<file path="src/rtl/mux_32b_pkg.sv">
`default_nettype none
// ============================================================================
// Module      : mux_32b_pkg
// Description : Shared datapath constants for the MIPS word-select unit.
//               Holds the data width and the select encodings used by the
//               2-way and 4-way word multiplexers.
// Revision    : 1.0 - initial release
// ============================================================================
package mux_32b_pkg;

    // Datapath word width.
    localparam int WIDTH = 32;

    // 2-way select encodings.
    localparam logic SEL2_IN0 = 1'b0;
    localparam logic SEL2_IN1 = 1'b1;

    // 4-way select encodings.
    localparam logic [1:0] SEL4_IN0 = 2'b00;
    localparam logic [1:0] SEL4_IN1 = 2'b01;
    localparam logic [1:0] SEL4_IN2 = 2'b10;
    localparam logic [1:0] SEL4_IN3 = 2'b11;

endpackage : mux_32b_pkg
`default_nettype wire

</file>
<file path="src/rtl/mux_2_32b.sv">
`default_nettype none
// ============================================================================
// Module      : mux_2_32b
// Description : Purely combinational 2-way word multiplexer.
//               Ports (positional order is fixed, other datapath blocks
//               instantiate this module by position):
//                 out    - selected word (WIDTH)
//                 select - 1-bit select, 0 -> input0, 1 -> input1
//                 input0 - data word 0 (WIDTH)
//                 input1 - data word 1 (WIDTH)
// Revision    : 1.0 - initial release
// ============================================================================
module mux_2_32b
    import mux_32b_pkg::*;
#(
    parameter int WIDTH = mux_32b_pkg::WIDTH
) (
    output logic [WIDTH-1:0] out,
    input  logic             select,
    input  logic [WIDTH-1:0] input0,
    input  logic [WIDTH-1:0] input1
);

    // An unknown select yields an all-X word rather than silently
    // falling back to input0, so select problems stay visible.
    always_comb begin
        out = {WIDTH{1'bx}};
        case (select)
            SEL2_IN0: out = input0;
            SEL2_IN1: out = input1;
            default:  out = {WIDTH{1'bx}};
        endcase
    end

endmodule : mux_2_32b
`default_nettype wire

</file>
<file path="src/rtl/mux_4_32b.sv">
`default_nettype none
// ============================================================================
// Module      : mux_4_32b
// Description : Purely combinational 4-way word multiplexer, implemented
//               as a single-level case on select.
//               Ports (positional order is fixed):
//                 out    - selected word (WIDTH)
//                 select - 2-bit select, 00/01/10/11 -> input0..input3
//                 input0 - data word 0 (WIDTH)
//                 input1 - data word 1 (WIDTH)
//                 input2 - data word 2 (WIDTH)
//                 input3 - data word 3 (WIDTH)
// Revision    : 1.0 - initial release
// ============================================================================
module mux_4_32b
    import mux_32b_pkg::*;
#(
    parameter int WIDTH = mux_32b_pkg::WIDTH
) (
    output logic [WIDTH-1:0] out,
    input  logic [1:0]       select,
    input  logic [WIDTH-1:0] input0,
    input  logic [WIDTH-1:0] input1,
    input  logic [WIDTH-1:0] input2,
    input  logic [WIDTH-1:0] input3
);

    // Flat case (not a tree of 2-way muxes) keeps this a single mux level.
    // Any X/Z in select falls to the default and produces an all-X word.
    always_comb begin
        out = {WIDTH{1'bx}};
        case (select)
            SEL4_IN0: out = input0;
            SEL4_IN1: out = input1;
            SEL4_IN2: out = input2;
            SEL4_IN3: out = input3;
            default:  out = {WIDTH{1'bx}};
        endcase
    end

endmodule : mux_4_32b
`default_nettype wire

</file>
<file path="src/rtl/mux_32b.sv">
`default_nettype none
// ============================================================================
// Module      : mux_32b
// Description : Word-select unit for the single-cycle MIPS datapath.
//               Provides combinational 2-way and 4-way results for
//               same-cycle use and registered copies for stage boundaries.
//               Ports:
//                 clk    - clock, registers update on rising edge
//                 rst_n  - synchronous active-low reset (registered outputs)
//                 sel2   - 2-way select
//                 a0, a1 - 2-way data inputs (WIDTH)
//                 sel4   - 4-way select (2 bits)
//                 b0..b3 - 4-way data inputs (WIDTH)
//                 out2   - combinational 2-way result
//                 out4   - combinational 4-way result
//                 out2_q - out2 registered one cycle
//                 out4_q - out4 registered one cycle
// Revision    : 1.0 - initial release
// ============================================================================
module mux_32b
    import mux_32b_pkg::*;
#(
    parameter int WIDTH = mux_32b_pkg::WIDTH
) (
    input  logic             clk,
    input  logic             rst_n,
    input  logic             sel2,
    input  logic [WIDTH-1:0] a0,
    input  logic [WIDTH-1:0] a1,
    input  logic [1:0]       sel4,
    input  logic [WIDTH-1:0] b0,
    input  logic [WIDTH-1:0] b1,
    input  logic [WIDTH-1:0] b2,
    input  logic [WIDTH-1:0] b3,
    output logic [WIDTH-1:0] out2,
    output logic [WIDTH-1:0] out4,
    output logic [WIDTH-1:0] out2_q,
    output logic [WIDTH-1:0] out4_q
);

    logic [WIDTH-1:0] r_out2_q;
    logic [WIDTH-1:0] r_out4_q;

    mux_2_32b #(
        .WIDTH  (WIDTH)
    ) u_mux_2 (
        .out    (out2),
        .select (sel2),
        .input0 (a0),
        .input1 (a1)
    );

    mux_4_32b #(
        .WIDTH  (WIDTH)
    ) u_mux_4 (
        .out    (out4),
        .select (sel4),
        .input0 (b0),
        .input1 (b1),
        .input2 (b2),
        .input3 (b3)
    );

    // Stage-boundary copies. Reset clears only these registers; the
    // combinational outputs are never affected by rst_n.
    always_ff @(posedge clk) begin
        if (!rst_n) begin
            r_out2_q <= '0;
            r_out4_q <= '0;
        end else begin
            r_out2_q <= out2;
            r_out4_q <= out4;
        end
    end

    assign out2_q = r_out2_q;
    assign out4_q = r_out4_q;

endmodule : mux_32b
`default_nettype wire

</file>
<file path="config.mk">
export PLATFORM = sky130hd
export DESIGN_NAME = mux_32b
export DESIGN_NICKNAME = d
export VERILOG_FILES = /design/src/rtl/mux_32b_pkg.sv /design/src/rtl/mux_2_32b.sv /design/src/rtl/mux_4_32b.sv /design/src/rtl/mux_32b.sv
export SDC_FILE = /design/constraint.sdc
export NUM_CORES = 1
export LEC_CHECK = 0
export BUFFER_PORTS_ARGS = -buffer_cell sky130_fd_sc_hd__buf_2
export CAP_MARGIN = 20
export CORE_AREA = 10 10 117 119
export CTS_CLUSTER_DIAMETER = 120
export CTS_CLUSTER_SIZE = 20
export DETAILED_ROUTE_END_ITERATION = 10
export DIE_AREA = 0 0 127 129
export SYNTH_ARGS = -nofsm -noshare
export SYNTH_HDL_FRONTEND = slang
export SYNTH_SLANG_ARGS = --single-unit
</file>
<file path="constraint.sdc">
create_clock -name clk -period 1.85 [get_ports clk]
set_input_delay 0.2775 -clock clk [delete_from_list [all_inputs] [get_ports clk]]
set_output_delay 0.2775 -clock clk [all_outputs]
set_load 0.02 [all_outputs]
</file>
==> flow_metrics.tcl <==
set metrics [dict create \
    maxSlewViolCount 0 \
    drtPass1Iterations 4 \
    critical_path.max_fanout 23 \
    syn_area_per_cell_sq_um 13.9 \
    cts_made_buffers 9 \
    yosysSeqAreaShare 0.442 \
    grt_remaining_overflow 0 \
    critPathLaunchType "primary input" \
    relSlewSlack 0.679 \
    cts-root-buf "clkbuf_16" \
    port_buffers 324 \
    die_x_microns 127 \
    layout_common_cells "buf_2 (324), and2_1 (64), dfxtp_1 (64)" \
    cts_sinks 64 \
    leakage_nw 2.57 \
    end_kind "primary output" \
    yosys.area_share.adder 0 \
    row_count 39 \
    setup-violations-final 0 \
    cts_tree "yes" \
    hold_ws_ns 0.305 \
    crit_required_ns 1.57 \
    cts.reportedPaths.clkPinSlew_ns 0.05 \
    drc_errors 0 \
    n_antenna_cell 0 \
    worst_ep_arrival_time_ns 1.36 \
    grt_max_degree 35 \
    initial_core_util 0.256 \
    p_per_area_mw_per_mm2 885 \
    syn_nets 406 \
    final_common_cell "buf_2" \
    nets 730 \
    dr_total_vias 3037 \
    yosysTopAreaCellShare 0.442 \
    startpoint "sel4[0]" \
    htreeDepth 3 \
    grt_pass1_wl_microns 19900 \
    chipHeight_microns 129 \
    dpl.hpwl_microns 12000 \
    vias_per_cell 4.46 \
    synth_top_area_cell "dfxtp_1" \
    synth_cell_types 10 \
    synth_top_family_by_area "multiplexers" \
    grt_setup_unrepaired "false" \
    wl_per_cell_microns 19.8 \
    max_slew.worst_pin.slew_ns 0.481 \
    clockBufferDepth 2 \
    pin_count 325 \
    cts_hold_buffers 0 \
    finalPower_w 0.00441 \
    gp_congestion 0.856 \
    post_cts_buffers 0 \
    core_area_sq_mm 0.0113 \
    grt_pass1_vias 3529 \
    synth_cells 209 \
    drt-initial-drc-count 56 \
    drive_above_1_share 0.743 \
    hold_violations 0 \
    ant_nets 0 \
    die-area_sq_mm 0.0164 \
    synth_area_leaders "dfxtp_1 (44%), mux4_2 (23%), and2_1 (14%), mux2_2 (10%), buf_12 (2.1%)" \
    synth_compound_area_frac 0 \
    finalCritPeriodShare 0.887 \
    fmax_ghz 0.609 \
    tns_ns 0 \
    grtUsageTotal 0.154 \
    cap_viol_max_count 0 \
    hp-class "in2reg" \
    synthXorXnorAreaFrac 0 \
    antenna_found_initial 0 \
    synth_seq_cells 64 \
    drt_wl_total_microns 13500 \
    critical_path_class "in2out" \
    cts_resized 0 \
    crit_end "out4[5]" \
    nFillCells 1118 \
    yosys.area_share.simple 0.138 \
    syn_area_sq_mm 0.00290 \
    peakVddDrop_v 0.000322 \
    area_growth_pct 71.9 \
    outcome "finished clean" \
    min_period_ns 1.64 \
    muxShareOfSynthArea 0.376 \
    yosys_warnings 0 \
]
-- metrics by stage --
step	util	setup WS, ns	cell area [sq um]	instances
finish	0.440	0.208	4980	681
global route	0.440	0.156	4980	681
CTS	0.440	0.198	4980	681
detailed placement	0.412	0.200	4670	665
global placement	0.412	0.223	4670	665
floorplan	-	0.438	2900	209
-- how the worst min path moves through the flow --
stage | from | to | cells past startpoint
2_1_floorplan | rst_n | out2_q[26] | 1
3_3_place_gp | a0[10] | out2_q[10] | 3
3_5_place_dp | a0[10] | out2_q[10] | 3
4_1_cts | a0[11] | out2_q[11] | 3
5_1_grt | a1[31] | out2_q[31] | 3
6_report | a0[10] | out2_q[10] | 3
-- registers in the layout (all words and copies together) (netlist names) --
register  count
out4_q       32
out2_q       32
-- layout make-up --
| class | count | area, sq um | share of cell area |
|---|---|---|---|
| repair buffers | 330 | 1720 | 0.345 |
| flip-flops and latches | 64 | 1280 | 0.257 |
| well taps | 143 | 179 | 0.0359 |
| clock buffers | 13 | 250 | 0.0502 |
| multi-input cells | 128 | 1490 | 0.299 |
| clock inverters | 3 | 65.1 | 0.0131 |
-- critical path, cell delays in order --
cell	delay (ns)
buf_2	0.12
buf_12	0.21
mux4_2	0.54
buf_2	0.18
-- cell families after synthesis --
logic type,count (synthesis)
multiplexers,64
buffers and inverters,17
AND/OR/NAND/NOR,64
flip-flops,64
-- cell usage after synthesis --
cell type	instances
buf_6	1
mux2_2	27
mux4_1	2
buf_2	6
buf_12	3
mux4_2	30
dfxtp_1	64
mux2_1	5
clkbuf_1	7
and2_1	64
-- power breakdown --
group          leakage (nW)  internal (W)  switching [W]
logic                  1.88      0.000517       0.000616
clock network         0.154       0.00121       0.000555
registers             0.533       0.00148      0.0000211
total                  2.57       0.00321        0.00119
-- routing by layer --
layer	up-vias	global-route usage	share of wire
met2	205	0.276	0.52
met3	20	0.0834	0.13
met4	0	0.0603	0.019
met5	-	0	0
li1	1397	-	-
met1	1415	0.144	0.33
Note: power is estimated with default switching activity, not from simulation.
